### config.mk
export PLATFORM = sky130hd
export DESIGN_NAME = music_sequencer_poly
export DESIGN_NICKNAME = d
export VERILOG_FILES = /design/src/rtl/music_sequencer_poly.sv
export SDC_FILE = /design/constraint.sdc
export NUM_CORES = 1
export LEC_CHECK = 0
export CORE_MARGIN = 3
export CORE_UTILIZATION = 63
export CTS_BUF_LIST = sky130_fd_sc_hd__clkbuf_8 sky130_fd_sc_hd__clkbuf_16
export CTS_CLUSTER_DIAMETER = 60
export DETAILED_ROUTE_END_ITERATION = 7
export PLACE_DENSITY = 0.8
export SLEW_MARGIN = 30
export SYNTH_ARGS = -nofsm -noshare
export SYNTH_HDL_FRONTEND = slang
export SYNTH_SLANG_ARGS = --single-unit
### constraint.sdc
create_clock -name clk -period 22.2 [get_ports clk]
set_input_delay 3.33 -clock clk [delete_from_list [all_inputs] [get_ports clk]]
set_output_delay 3.33 -clock clk [all_outputs]
set_load 0.05 [all_outputs]
### src/rtl/music_sequencer_poly.sv
// Multi-voice pattern sequencer: CHANNELS square-wave voices stepping through a
// writable half-period table every STEP_MS milliseconds, XOR-mixed onto one pin.
module music_sequencer_poly #(
  parameter int CHANNELS  = 2,
  parameter int DEPTH     = 16,
  parameter int DIV_WIDTH = 16,
  parameter int STEP_MS   = 250,
  parameter int TPM_WIDTH = 8,
  localparam int CH_W     = (CHANNELS > 1) ? $clog2(CHANNELS) : 1,
  localparam int STEP_W   = $clog2(DEPTH)
) (
  input  logic                 clk,
  input  logic                 rst,
  input  logic [TPM_WIDTH-1:0] ticks_per_milli,
  input  logic                 start,
  input  logic                 stop,
  input  logic                 loop,
  input  logic                 wr_en,
  input  logic [CH_W-1:0]      wr_chan,
  input  logic [STEP_W-1:0]    wr_addr,
  input  logic [DIV_WIDTH-1:0] wr_data,
  output logic                 sound,
  output logic [CHANNELS-1:0]  voice,
  output logic                 busy,
  output logic [STEP_W-1:0]    step,
  output logic                 step_strobe,
  output logic [7:0]           led
);

  localparam int MS_W = (STEP_MS > 1) ? $clog2(STEP_MS) : 1;
  localparam logic [MS_W-1:0]   MS_LAST   = MS_W'(STEP_MS - 1);
  localparam logic [STEP_W-1:0] STEP_LAST = STEP_W'(DEPTH - 1);

  typedef enum logic {IDLE, PLAY} state_t;

  state_t                state;
  state_t                state_n;

  logic [TPM_WIDTH-1:0]  presc;
  logic [TPM_WIDTH-1:0]  presc_n;
  logic [TPM_WIDTH-1:0]  presc_lim;
  logic [MS_W-1:0]       ms_cnt;
  logic [MS_W-1:0]       ms_n;
  logic [STEP_W-1:0]     step_n;
  logic [DIV_WIDTH-1:0]  mem      [CHANNELS][DEPTH];
  logic [DIV_WIDTH-1:0]  hp       [CHANNELS];
  logic [DIV_WIDTH-1:0]  tone_cnt [CHANNELS];
  logic [DIV_WIDTH-1:0]  tone_n   [CHANNELS];
  logic [CHANNELS-1:0]   voice_n;
  logic                  start_go;
  logic                  play_cont;
  logic                  ms_tick;
  logic                  step_end;
  logic                  last_step;
  logic                  strobe_n;
  logic                  busy_n;
  logic                  sound_n;
  logic [5:0]            step_ext;
  logic [7:0]            led_n;

  // A zero or one ticks_per_milli both collapse to a tick every cycle.
  assign presc_lim = (ticks_per_milli == '0) ? '0 : ticks_per_milli - 1'b1;
  assign start_go  = start & ~stop;
  assign play_cont = (state == PLAY) & ~stop & ~start;
  assign ms_tick   = (state == PLAY) && (presc >= presc_lim);
  assign step_end  = ms_tick && (ms_cnt >= MS_LAST);
  assign last_step = (step == STEP_LAST);

  always_ff @(posedge clk or posedge rst) begin
    if (rst) begin
      for (int c = 0; c < CHANNELS; c++)
        for (int d = 0; d < DEPTH; d++)
          mem[c][d] <= '0;
    end else if (wr_en && (int'(wr_chan) < CHANNELS)) begin
      mem[wr_chan][wr_addr] <= wr_data;
    end
  end

  always_comb begin
    for (int c = 0; c < CHANNELS; c++)
      hp[c] = mem[c][step];
  end

  always_ff @(posedge clk or posedge rst) begin
    if (rst) state <= IDLE;
    else     state <= state_n;
  end

  always_comb begin
    state_n = state;
    if (stop)
      state_n = IDLE;
    else if (start_go)
      state_n = PLAY;
    else if ((state == PLAY) && step_end && last_step && !loop)
      state_n = IDLE;
  end

  // Anything other than an uninterrupted PLAY cycle leaves every counter and voice at zero.
  always_comb begin
    presc_n  = '0;
    ms_n     = '0;
    step_n   = '0;
    strobe_n = 1'b0;
    voice_n  = '0;
    for (int c = 0; c < CHANNELS; c++)
      tone_n[c] = '0;
    if (play_cont) begin
      presc_n = ms_tick ? '0 : presc + 1'b1;
      ms_n    = ms_cnt;
      if (ms_tick)
        ms_n = step_end ? '0 : ms_cnt + 1'b1;
      if (step_end) begin
        strobe_n = 1'b1;
        step_n   = last_step ? '0 : step + 1'b1;
      end else begin
        step_n = step;
        for (int c = 0; c < CHANNELS; c++) begin
          if (hp[c] == '0) begin
            voice_n[c] = 1'b0;
            tone_n[c]  = '0;
          end else if (tone_cnt[c] >= hp[c] - 1'b1) begin
            voice_n[c] = ~voice[c];
            tone_n[c]  = '0;
          end else begin
            voice_n[c] = voice[c];
            tone_n[c]  = tone_cnt[c] + 1'b1;
          end
        end
      end
    end
  end

  always_comb begin
    busy_n                 = (state_n == PLAY);
    sound_n                = ^voice_n;
    step_ext               = '0;
    step_ext[STEP_W-1:0]   = step_n;
    led_n                  = {busy_n, sound_n, step_ext};
  end

  always_ff @(posedge clk or posedge rst) begin
    if (rst) begin
      presc       <= '0;
      ms_cnt      <= '0;
      step        <= '0;
      voice       <= '0;
      step_strobe <= 1'b0;
      busy        <= 1'b0;
      sound       <= 1'b0;
      led         <= '0;
      for (int c = 0; c < CHANNELS; c++)
        tone_cnt[c] <= '0;
    end else begin
      presc       <= presc_n;
      ms_cnt      <= ms_n;
      step        <= step_n;
      voice       <= voice_n;
      step_strobe <= strobe_n;
      busy        <= busy_n;
      sound       <= sound_n;
      led         <= led_n;
      for (int c = 0; c < CHANNELS; c++)
        tone_cnt[c] <= tone_n[c];
    end
  end

endmodule

==> report_table.html, run 1 <==
<table>
<tr><th>Metric</th><th>Value</th></tr>
<tr><th colspan="2">Drt</th></tr>
<tr><td>Via density</td><td>6.41</td></tr>
<tr><td>Remaining routing DRC violations</td><td>0</td></tr>
<tr><td>Antenna-violating nets left</td><td>0</td></tr>
<tr><td>Violation count after the first detailed-routing iteration</td><td>approximately 1,400</td></tr>
<tr><td>Drt wl/cell</td><td>between 20 and 25 um</td></tr>
<tr><td>Vias</td><td>~17,000</td></tr>
<tr><td>Router iterations before antenna repair</td><td>7</td></tr>
<tr><td>Total detailed-routing wirelength</td><td>approximately 64,000 um</td></tr>
<tr><th colspan="2">Floorplanning</th></tr>
<tr><td>Starting density of the core</td><td>0.640</td></tr>
<tr><td>Row count</td><td>between 70 and 80</td></tr>
<tr><td>DIE HEIGHT</td><td>216 um</td></tr>
<tr><td>Die width</td><td>216 um</td></tr>
<tr><td>DIE AREA</td><td>about 47,000 sq um</td></tr>
<tr><td>Number of top-level pins</td><td>52</td></tr>
<tr><td>Placeable core region</td><td>approximately 43,000 sq um</td></tr>
<tr><th colspan="2">Synthesis</th></tr>
<tr><td>Mean cell area of the mapped netlist</td><td>between 10 and 15 sq um</td></tr>
<tr><td>Post-Synthesis Cell Area</td><td>27,700 sq um</td></tr>
<tr><td>Number of synthesized flops with an enable pin</td><td>0</td></tr>
<tr><td>Count of cell types in the netlist</td><td>between 60 and 70</td></tr>
<tr><td>Sequential fraction of the synthesis area</td><td>0.514</td></tr>
<tr><td>Syn Inst Count</td><td>slightly above 2,000</td></tr>
<tr><td>Flops &amp; latches, synth</td><td>569</td></tr>
<tr><td>Number of warnings printed during yosys synthesis</td><td>0</td></tr>
<tr><td>Ys async rst share</td><td>1.00</td></tr>
<tr><td>Most frequently used flop master after synthesis</td><td>sky130_fd_sc_hd__dfrtp_1</td></tr>
<tr><td>Top cell type's share of synthesized area</td><td>0.514</td></tr>
<tr><td>Top post-synthesis cells by area</td><td>sky130_fd_sc_hd__dfrtp_1 51%, sky130_fd_sc_hd__mux2_2 21%, sky130_fd_sc_hd__mux4_2 6.0%</td></tr>
<tr><td>Leading area contributor after synthesis</td><td>sky130_fd_sc_hd__dfrtp_1</td></tr>
<tr><th colspan="2">Critical path</th></tr>
<tr><td>WP depth</td><td>13</td></tr>
<tr><td>Worst EP required</td><td>22.74 ns</td></tr>
<tr><td>Crit end category</td><td>flop</td></tr>
<tr><td>CP bufs+invs</td><td>1</td></tr>
<tr><td>Worst Setup Path Type</td><td>in -&gt; reg</td></tr>
<tr><td>End of the worst register-to-register path</td><td>tone_cnt[7]</td></tr>
<tr><td>Most repeated library cell on the critical path</td><td>sky130_fd_sc_hd__a21oi_1</td></tr>
<tr><td>Worst path arrival time</td><td>~7.5 ns</td></tr>
<tr><td>Register-to-register setup slack</td><td>approximately 15 ns</td></tr>
<tr><td>Delay-heaviest family, CP</td><td>simple AND/OR/NAND/NOR gates</td></tr>
<tr><td>Cell with the largest stage delay on the worst path</td><td>sky130_fd_sc_hd__a21oi_1</td></tr>
<tr><td>Maximum single-stage delay on the critical path</td><td>0.63 ns</td></tr>
<tr><td>Highest fanout seen on the critical path</td><td>16</td></tr>
<tr><td>Count of cells along the worst register-to-register path</td><td>16</td></tr>
<tr><td>Startpoint types</td><td>input port</td></tr>
<tr><td>Critical path, cell by cell</td><td>clkdlybuf4s50_1 &gt; or4_1 &gt; or3_1 &gt; and2_1 &gt; ha_1 &gt; nand2b_1 &gt; a21o_1 &gt; a21oi_1 &gt; o21ai_0 &gt; or2_0 &gt; a21oi_1 &gt; nand3_2 &gt; nor2_1</td></tr>
<tr><td>FF-to-FF Start</td><td>step[0]</td></tr>
<tr><th colspan="2">Clock tree</th></tr>
<tr><td>Post CTS Setup Buffer Count</td><td>0</td></tr>
<tr><td>CTS hold repair buffers</td><td>0</td></tr>
<tr><td>Post-cts gate resize count</td><td>0</td></tr>
<tr><td>Clock Pin Slew Worst Setup and Hold Paths</td><td>roughly 0.06 ns</td></tr>
<tr><td>CTS tree</td><td>built</td></tr>
<tr><td>TritonCTS buffer count</td><td>59</td></tr>
<tr><td>Maximum number of buffers from clock root to sink</td><td>3</td></tr>
<tr><td>Skew-Pair Late Insertion Delay</td><td>between 0.6 and 0.7 ns</td></tr>
<tr><td>Clock tree root buffer cell</td><td>sky130_fd_sc_hd__clkbuf_16</td></tr>
<tr><td>CTS H-tree lvls</td><td>2</td></tr>
<tr><td>Total clock sinks</td><td>roughly 570</td></tr>
<tr><th colspan="2">Timing</th></tr>
<tr><td>Final critical-path required period</td><td>between 6 and 7 ns</td></tr>
<tr><td>Final worst-path cycle share</td><td>0.314</td></tr>
<tr><td>Worst max-slew margin expressed relative to the limit</td><td>0.309</td></tr>
<tr><td>Worst-Margin Slew</td><td>just over 1 ns</td></tr>
<tr><td>Final worst clock skew</td><td>between 0.02 and 0.03 ns</td></tr>
<tr><td>Setup slack of the critical path after layout</td><td>approximately 15 ns</td></tr>
<tr><td>F_max</td><td>around 0.14 GHz</td></tr>
<tr><td>RSZ-0062 raised after global routing</td><td>false</td></tr>
<tr><td>Max-slew violation total from the final report</td><td>0</td></tr>
<tr><td>Final-report setup violation count</td><td>0</td></tr>
<tr><td>Final Hold Vio Count</td><td>0</td></tr>
<tr><td>Total Negative Setup Slacks</td><td>0 ns</td></tr>
<tr><th colspan="2">Global routing</th></tr>
<tr><td>Antenna violations before repair</td><td>4</td></tr>
<tr><td>Number of global-route vias before repair</td><td>about 18,000</td></tr>
<tr><td>Total routing resource utilization after global routing</td><td>0.283</td></tr>
<tr><td>Wire length of the first global-routing pass</td><td>around 100,000 um</td></tr>
<tr><td>Largest net degree at the start of global routing</td><td>188</td></tr>
<tr><td>Gr ovfl total</td><td>0</td></tr>
<tr><th colspan="2">Power</th></tr>
<tr><td>Combinational power share</td><td>0.154</td></tr>
<tr><td>Internal power</td><td>roughly 2100 uW</td></tr>
<tr><td>Psw</td><td>~700 uW</td></tr>
<tr><td>Fraction of power spent switching nets</td><td>0.255</td></tr>
<tr><td>Max IR drop VDD</td><td>0.0000741 V</td></tr>
<tr><td>Proportion of power drawn by flip-flops and latches</td><td>0.474</td></tr>
<tr><td>Areal power density over the cells</td><td>roughly 90 nW/um^2</td></tr>
<tr><td>Part of the total power dissipated in the clock network</td><td>0.372</td></tr>
<tr><td>Lkg Pwr</td><td>roughly 0.013 uW</td></tr>
<tr><th colspan="2">Min path</th></tr>
<tr><td>Instance count along the most critical hold path</td><td>1</td></tr>
<tr><td>Hold-critical path endpoint</td><td>ms_cnt[7]</td></tr>
<tr><td>Worst Hold Class</td><td>reg -&gt; reg</td></tr>
<tr><td>Min-delay src</td><td>ms_cnt[7]</td></tr>
<tr><th colspan="2">Final layout</th></tr>
<tr><td>Net count reported at finish</td><td>about 2,100</td></tr>
<tr><td>Post-Layout Inst Area</td><td>30,600 sq um</td></tr>
<tr><td>Synthesis-to-layout area growth</td><td>10.3%</td></tr>
<tr><td>Number of filler cells placed in the layout</td><td>approximately 2,800</td></tr>
<tr><td>Share of cells above drive strength 1</td><td>0.375</td></tr>
<tr><th colspan="2">Placed design</th></tr>
<tr><td>DP HPWL</td><td>39,300 um</td></tr>
<tr><td>Port bufs</td><td>between 40 and 50</td></tr>
<tr><td>Routability congestion estimate from global placement</td><td>around 0.83</td></tr>
<tr><td>Placement Setup Slack</td><td>about 15 ns</td></tr>
<tr><td>Post-DP Area</td><td>roughly 28,000 sq um</td></tr>
<tr><th colspan="2">Run status</th></tr>
<tr><td>Run status</td><td>finished clean</td></tr>
<tr><th colspan="2">Flow run</th></tr>
<tr><td>Max-cap check violation count</td><td>0</td></tr>
</table>
-- registers in the layout, indices dropped and copies added (netlist names) --
| name | cells |
|---|---|
| tone_cnt | 32 |
| step | 3 |
| step_strobe | 1 |
| ms_cnt | 8 |
| led | 3 |
| presc | 8 |
| mem | 512 |
| voice | 2 |
-- kinds of logic after synthesis --
family          synth area share
simple gates              0.0546
buf+inv                   0.0328
compound gates            0.0412
fa+ha+maj                 0.0235
other cells             0.000135
mux                        0.310
flops                      0.514
xor+xnor                  0.0234
-- per-stage QoR --
stage	total power [uW]	util	hold WS (ns)	instances
after floorplan	1630	-	0.464	2012
after global placement	1710	0.658	0.479	2527
after detailed placement	1750	0.658	0.484	2530
after CTS	2780	0.705	0.497	2639
after global routing	2890	0.706	0.510	2643
final	2770	0.706	0.497	2643
-- Yosys cell counts, drive strengths merged, types with 4 or more instances --
cell type,n
nor2b,8
a21o,9
or3,4
o21ai,29
nand4,18
or4,4
nand3,34
xnor2,30
buf,45
and3,17
and2,10
nor2,86
ha,52
inv,18
mux2i,92
mux4,83
nand2,74
nor3,14
xor2,44
a21oi,17
a22oi,35
mux2,513
clkbuf,113
dfrtp,569
nor4,8
a221oi,49
nand2b,9
-- power by group through the flow --
stage / clock network, uW / logic, uW / registers, uW
2_1_floorplan: 0 / 331 / 1300
3_5_place_dp: 0 / 421 / 1330
5_1_grt: 1090 / 465 / 1330
3_3_place_gp: 0 / 399 / 1310
6_report: 1030 / 425 / 1310
4_1_cts: 1040 / 425 / 1310
-- layer usage --
layer | global-route usage | share of wire | up-vias
met3 | 0.0544 | 0.066 | 102
met5 | 0 | 0.00020 | -
li1 | - | - | 7365
met4 | 0.0842 | 0.023 | 2
met1 | 0.399 | 0.43 | 8987
met2 | 0.454 | 0.48 | 485
-- worst register-to-register path, cell delays in order (launching register included) --
cell,delay [ns]
sky130_fd_sc_hd__dfrtp_4,0.63
sky130_fd_sc_hd__buf_4,0.67
sky130_fd_sc_hd__buf_4,0.75
sky130_fd_sc_hd__buf_4,0.81
sky130_fd_sc_hd__mux4_2,0.65
sky130_fd_sc_hd__a221oi_1,0.79
sky130_fd_sc_hd__ha_1,0.35
sky130_fd_sc_hd__inv_1,0.08
sky130_fd_sc_hd__nor4_1,0.35
sky130_fd_sc_hd__xnor2_1,0.19
sky130_fd_sc_hd__ha_1,0.26
sky130_fd_sc_hd__nand2_1,0.08
sky130_fd_sc_hd__o21ai_0,0.09
sky130_fd_sc_hd__a211oi_1,0.31
sky130_fd_sc_hd__o31a_1,0.25
sky130_fd_sc_hd__nand3_2,0.30
sky130_fd_sc_hd__nor2_1,0.22
-- cells in the final DEF (no fill, tap or decap), drive strengths merged, types with 9 or more instances in the layout --
master and count:
xnor2 30, nand2 74, a21oi 17, buf 50, nand3 34, nor3 14, a22oi 35, mux4 83
nor2 86, a21o 9, and3 17, mux2i 92, nand2b 9, clkdlybuf4s50 42, mux2 513, ha 52
dfrtp 569, clkbuf 70, nand4 18, clkinv 17, a221oi 49, xor2 44, o21ai 29, and2 10
inv 32
-- cell type report --
cell class	count	area [sq um]	share of cell area
diodes	3	7.51	0.000246
clock buffers	70	1640	0.0536
clock inverters	39	415	0.0136
inverters	18	80.1	0.00262
multi-input cells	1267	12600	0.413
flip-flops and latches	569	14200	0.466
well taps	585	732	0.0239
repair buffers	92	837	0.0274
-- worst max path at each step --
stage,endpoint,from
4_1_cts,tone_cnt[8],ticks_per_milli[3]
2_1_floorplan,led[3],rst
6_report,tone_cnt[7],ticks_per_milli[3]
3_5_place_dp,tone_cnt[8],ticks_per_milli[3]
3_3_place_gp,mem[119],rst
5_1_grt,tone_cnt[4],ticks_per_milli[5]
No activity file was read; power rests on OpenSTA's default activity.
==> inputs of run 2 (changes only) <==
CORE_UTILIZATION = 57   (was 63)
PLACE_DENSITY = 0.77   (was 0.8)
clock period = 5.81 ns   (was 22.2 ns; I/O delays follow)
==> run 2 against run 1 <==
Compared with the run above: global-route usage shrank 2.1 points; die area grew 10%; clock skew shrank 0.013 ns; worst setup slack lost 14 ns; clock power grew to 3.8 times the previous value; highest routed layer is now met4.
==> report_table.html, run 2 (synthesized netlist as in run 1, its figures left out) <==
<table>
<tr><th>Metric</th><th>Value</th></tr>
<tr><th colspan="2">Placed design</th></tr>
<tr><td>Port bufs</td><td>~50</td></tr>
<tr><td>Routability congestion estimate from global placement</td><td>between 0.8 and 0.9</td></tr>
<tr><td>Placement Setup Slack</td><td>1.03 ns</td></tr>
<tr><td>Post-DP Area</td><td>about 29,000 sq um</td></tr>
<tr><td>Inst Count DP</td><td>~2,600</td></tr>
<tr><td>DP HPWL</td><td>~41,000 um</td></tr>
<tr><th colspan="2">Power</th></tr>
<tr><td>Internal power</td><td>slightly below 8000 uW</td></tr>
<tr><td>Areal power density over the cells</td><td>approximately 340 nW/um^2</td></tr>
<tr><td>Combinational power share</td><td>0.154</td></tr>
<tr><td>Psw</td><td>~2700 uW</td></tr>
<tr><td>Lkg Pwr</td><td>~0.013 uW</td></tr>
<tr><td>Max IR drop VDD</td><td>0.000219 V</td></tr>
<tr><td>Part of the total power dissipated in the clock network</td><td>0.370</td></tr>
<tr><td>Fraction of power spent switching nets</td><td>0.254</td></tr>
<tr><td>Proportion of power drawn by flip-flops and latches</td><td>0.475</td></tr>
<tr><th colspan="2">Critical path</th></tr>
<tr><td>Highest fanout seen on the critical path</td><td>34</td></tr>
<tr><td>Most repeated library cell on the critical path</td><td>sky130_fd_sc_hd__xor2_1</td></tr>
<tr><td>Critical path, cell by cell</td><td>nor2b_4 &gt; buf_4 &gt; a221oi_1 &gt; a22oi_1 &gt; and2_1 &gt; ha_1 &gt; and2_1 &gt; nand3_1 &gt; or4_1 &gt; xor2_1 &gt; ha_1 &gt; nand4_1 &gt; o31ai_1 &gt; xor2_1 &gt; and3_4 &gt; xor2_1</td></tr>
<tr><td>Worst Setup Path Type</td><td>reg -&gt; reg</td></tr>
<tr><td>Delay-heaviest family, CP</td><td>simple AND/OR/NAND/NOR gates</td></tr>
<tr><td>Crit end category</td><td>flop</td></tr>
<tr><td>Worst path arrival time</td><td>5.45 ns</td></tr>
<tr><td>Startpoint types</td><td>flop</td></tr>
<tr><td>Maximum single-stage delay on the critical path</td><td>around 0.53 ns</td></tr>
<tr><td>Cell with the largest stage delay on the worst path</td><td>sky130_fd_sc_hd__dfrtp_1</td></tr>
<tr><td>CP bufs+invs</td><td>1</td></tr>
<tr><td>Worst EP required</td><td>between 6 and 7 ns</td></tr>
<tr><th colspan="2">Timing</th></tr>
<tr><td>Setup slack of the critical path after layout</td><td>0.897 ns</td></tr>
<tr><td>Final worst clock skew</td><td>approximately 0.016 ns</td></tr>
<tr><td>Final critical-path required period</td><td>slightly below 5 ns</td></tr>
<tr><td>Final Hold Vio Count</td><td>0</td></tr>
<tr><td>RSZ-0062 raised after global routing</td><td>false</td></tr>
<tr><td>Worst-Margin Slew</td><td>~1.1 ns</td></tr>
<tr><td>Max-slew violation total from the final report</td><td>0</td></tr>
<tr><td>F_max</td><td>between 0.2 and 0.25 GHz</td></tr>
<tr><td>Worst max-slew margin expressed relative to the limit</td><td>0.295</td></tr>
<tr><td>Total Negative Setup Slacks</td><td>0 ns</td></tr>
<tr><td>Final-report setup violation count</td><td>0</td></tr>
<tr><td>Final worst-path cycle share</td><td>0.846</td></tr>
<tr><th colspan="2">Final layout</th></tr>
<tr><td>Number of filler cells placed in the layout</td><td>about 3,500</td></tr>
<tr><td>Register with the most flip-flops</td><td>mem</td></tr>
<tr><td>Final non-filler cell total</td><td>~2,700</td></tr>
<tr><td>Synthesis-to-layout area growth</td><td>10.8%</td></tr>
<tr><td>Share of cells above drive strength 1</td><td>0.380</td></tr>
<tr><td>Flip-flop count of the largest register, all copies and words added</td><td>512</td></tr>
<tr><td>Top library cells by usage in the layout, fill and taps aside</td><td>567 x sky130_fd_sc_hd__dfrtp_1, 513 x sky130_fd_sc_hd__mux2_2, 92 x sky130_fd_sc_hd__mux2i_1</td></tr>
<tr><td>Largest regs</td><td>mem: 512 flops, tone_cnt: 32 flops</td></tr>
<tr><td>Post-Layout Inst Area</td><td>~31,000 sq um</td></tr>
<tr><td>Net count reported at finish</td><td>between 2,000 and 2,500</td></tr>
<tr><td>Leading cell type in the layout, fill and taps excluded</td><td>sky130_fd_sc_hd__dfrtp_1</td></tr>
<tr><th colspan="2">Global routing</th></tr>
<tr><td>Wire length of the first global-routing pass</td><td>~100,000 um</td></tr>
<tr><td>Largest net degree at the start of global routing</td><td>165</td></tr>
<tr><td>Number of global-route vias before repair</td><td>roughly 18,000</td></tr>
<tr><td>Total routing resource utilization after global routing</td><td>0.261</td></tr>
<tr><td>Antenna violations before repair</td><td>2</td></tr>
<tr><td>Gr ovfl total</td><td>0</td></tr>
<tr><th colspan="2">Clock tree</th></tr>
<tr><td>Maximum number of buffers from clock root to sink</td><td>3</td></tr>
<tr><td>CTS H-tree lvls</td><td>2</td></tr>
<tr><td>Total clock sinks</td><td>between 500 and 600</td></tr>
<tr><td>Post CTS Setup Buffer Count</td><td>0</td></tr>
<tr><td>Post-cts gate resize count</td><td>0</td></tr>
<tr><td>TritonCTS buffer count</td><td>slightly below 60</td></tr>
<tr><td>Skew-Pair Late Insertion Delay</td><td>~0.62 ns</td></tr>
<tr><td>Clock Pin Slew Worst Setup and Hold Paths</td><td>0.06 ns</td></tr>
<tr><td>CTS hold repair buffers</td><td>0</td></tr>
<tr><td>CTS tree</td><td>built</td></tr>
<tr><td>Clock tree root buffer cell</td><td>sky130_fd_sc_hd__clkbuf_16</td></tr>
<tr><th colspan="2">Floorplanning</th></tr>
<tr><td>Die width</td><td>roughly 230 um</td></tr>
<tr><td>Starting density of the core</td><td>0.579</td></tr>
<tr><td>Placeable core region</td><td>~48,000 sq um</td></tr>
<tr><td>Number of top-level pins</td><td>52</td></tr>
<tr><td>Row count</td><td>80</td></tr>
<tr><td>DIE HEIGHT</td><td>between 200 and 250 um</td></tr>
<tr><td>DIE AREA</td><td>51,300 sq um</td></tr>
<tr><th colspan="2">Drt</th></tr>
<tr><td>Via density</td><td>between 6 and 7</td></tr>
<tr><td>Remaining routing DRC violations</td><td>0</td></tr>
<tr><td>Drt wl/cell</td><td>24.6 um</td></tr>
<tr><td>Total detailed-routing wirelength</td><td>66,000 um</td></tr>
<tr><td>Violation count after the first detailed-routing iteration</td><td>between 1,000 and 1,500</td></tr>
<tr><td>Router iterations before antenna repair</td><td>8</td></tr>
<tr><td>Antenna-violating nets left</td><td>0</td></tr>
<tr><td>Vias</td><td>about 17,000</td></tr>
<tr><th colspan="2">Min path</th></tr>
<tr><td>Worst Hold Class</td><td>reg -&gt; reg</td></tr>
<tr><th colspan="2">Flow run</th></tr>
<tr><td>Max-cap check violation count</td><td>0</td></tr>
<tr><th colspan="2">Run status</th></tr>
<tr><td>Run status</td><td>finished clean</td></tr>
</table>
==> run 2: cell count changes in the layout (fill, tap and decap cells not counted), sizes merged <==
cell / before / now
clkinvlp: 1 / 3
buf: 50 / 63
diode: 3 / 2
clkbuf: 70 / 72
inv: 32 / 27
clkinv: 17 / 18
==> run 2: path summary, 6_finish.rpt <==
path,depth (start not counted),start,slack [ns],to
hold / removal,1,ms_cnt[7],0.49,ms_cnt[7]
min in group asynchronous,2,rst,0.74,mem[303]
setup / recovery,16,step[2],0.90,led[6]
hold reg to reg,1,ms_cnt[7],0.49,ms_cnt[7]
max in group asynchronous,3,rst,3.71,step[0]
setup reg to reg,16,step[2],0.90,led[6]
==> run 2: stage by stage <==
step / utilization / power, uW / hold slack [ns]
6_report: 0.641 / 10500 / 0.490
5_1_grt: 0.641 / 11000 / 0.509
4_1_cts: 0.641 / 10600 / 0.494
3_5_place_dp: 0.599 / 6690 / 0.480
3_3_place_gp: 0.599 / 6550 / 0.476
2_1_floorplan: - / 6230 / 0.464
==> run 2: final cells by class <==
type	count	area, sq um	area share
Tap cell	615	769	0.0251
Timing Repair Buffer	105	963	0.0314
Inverter	18	71.3	0.00232
Antenna cell	2	5.00	0.000163
Multi-Input combinational cell	1267	12600	0.411
Sequential cell	569	14200	0.464
Clock buffer	72	1660	0.0539
Clock inverter	37	375	0.0122
==> run 2: power groups by stage <==
stage / clock network, uW / logic (uW) / registers, uW
4_1_cts: 3960 / 1630 / 5010
6_report: 3900 / 1630 / 5020
3_3_place_gp: 0 / 1540 / 5010
2_1_floorplan: 0 / 1260 / 4960
5_1_grt: 4120 / 1780 / 5090
3_5_place_dp: 0 / 1620 / 5070
==> run 2: metal layers <==
layer / part of all wire / GRT usage / up-vias
li1: - / - / 7383
met1: 0.45 / 0.384 / 9068
met2: 0.48 / 0.415 / 474
met3: 0.057 / 0.0410 / 83
met4: 0.016 / 0.0629 / 0
met5: 0 / 0 / -
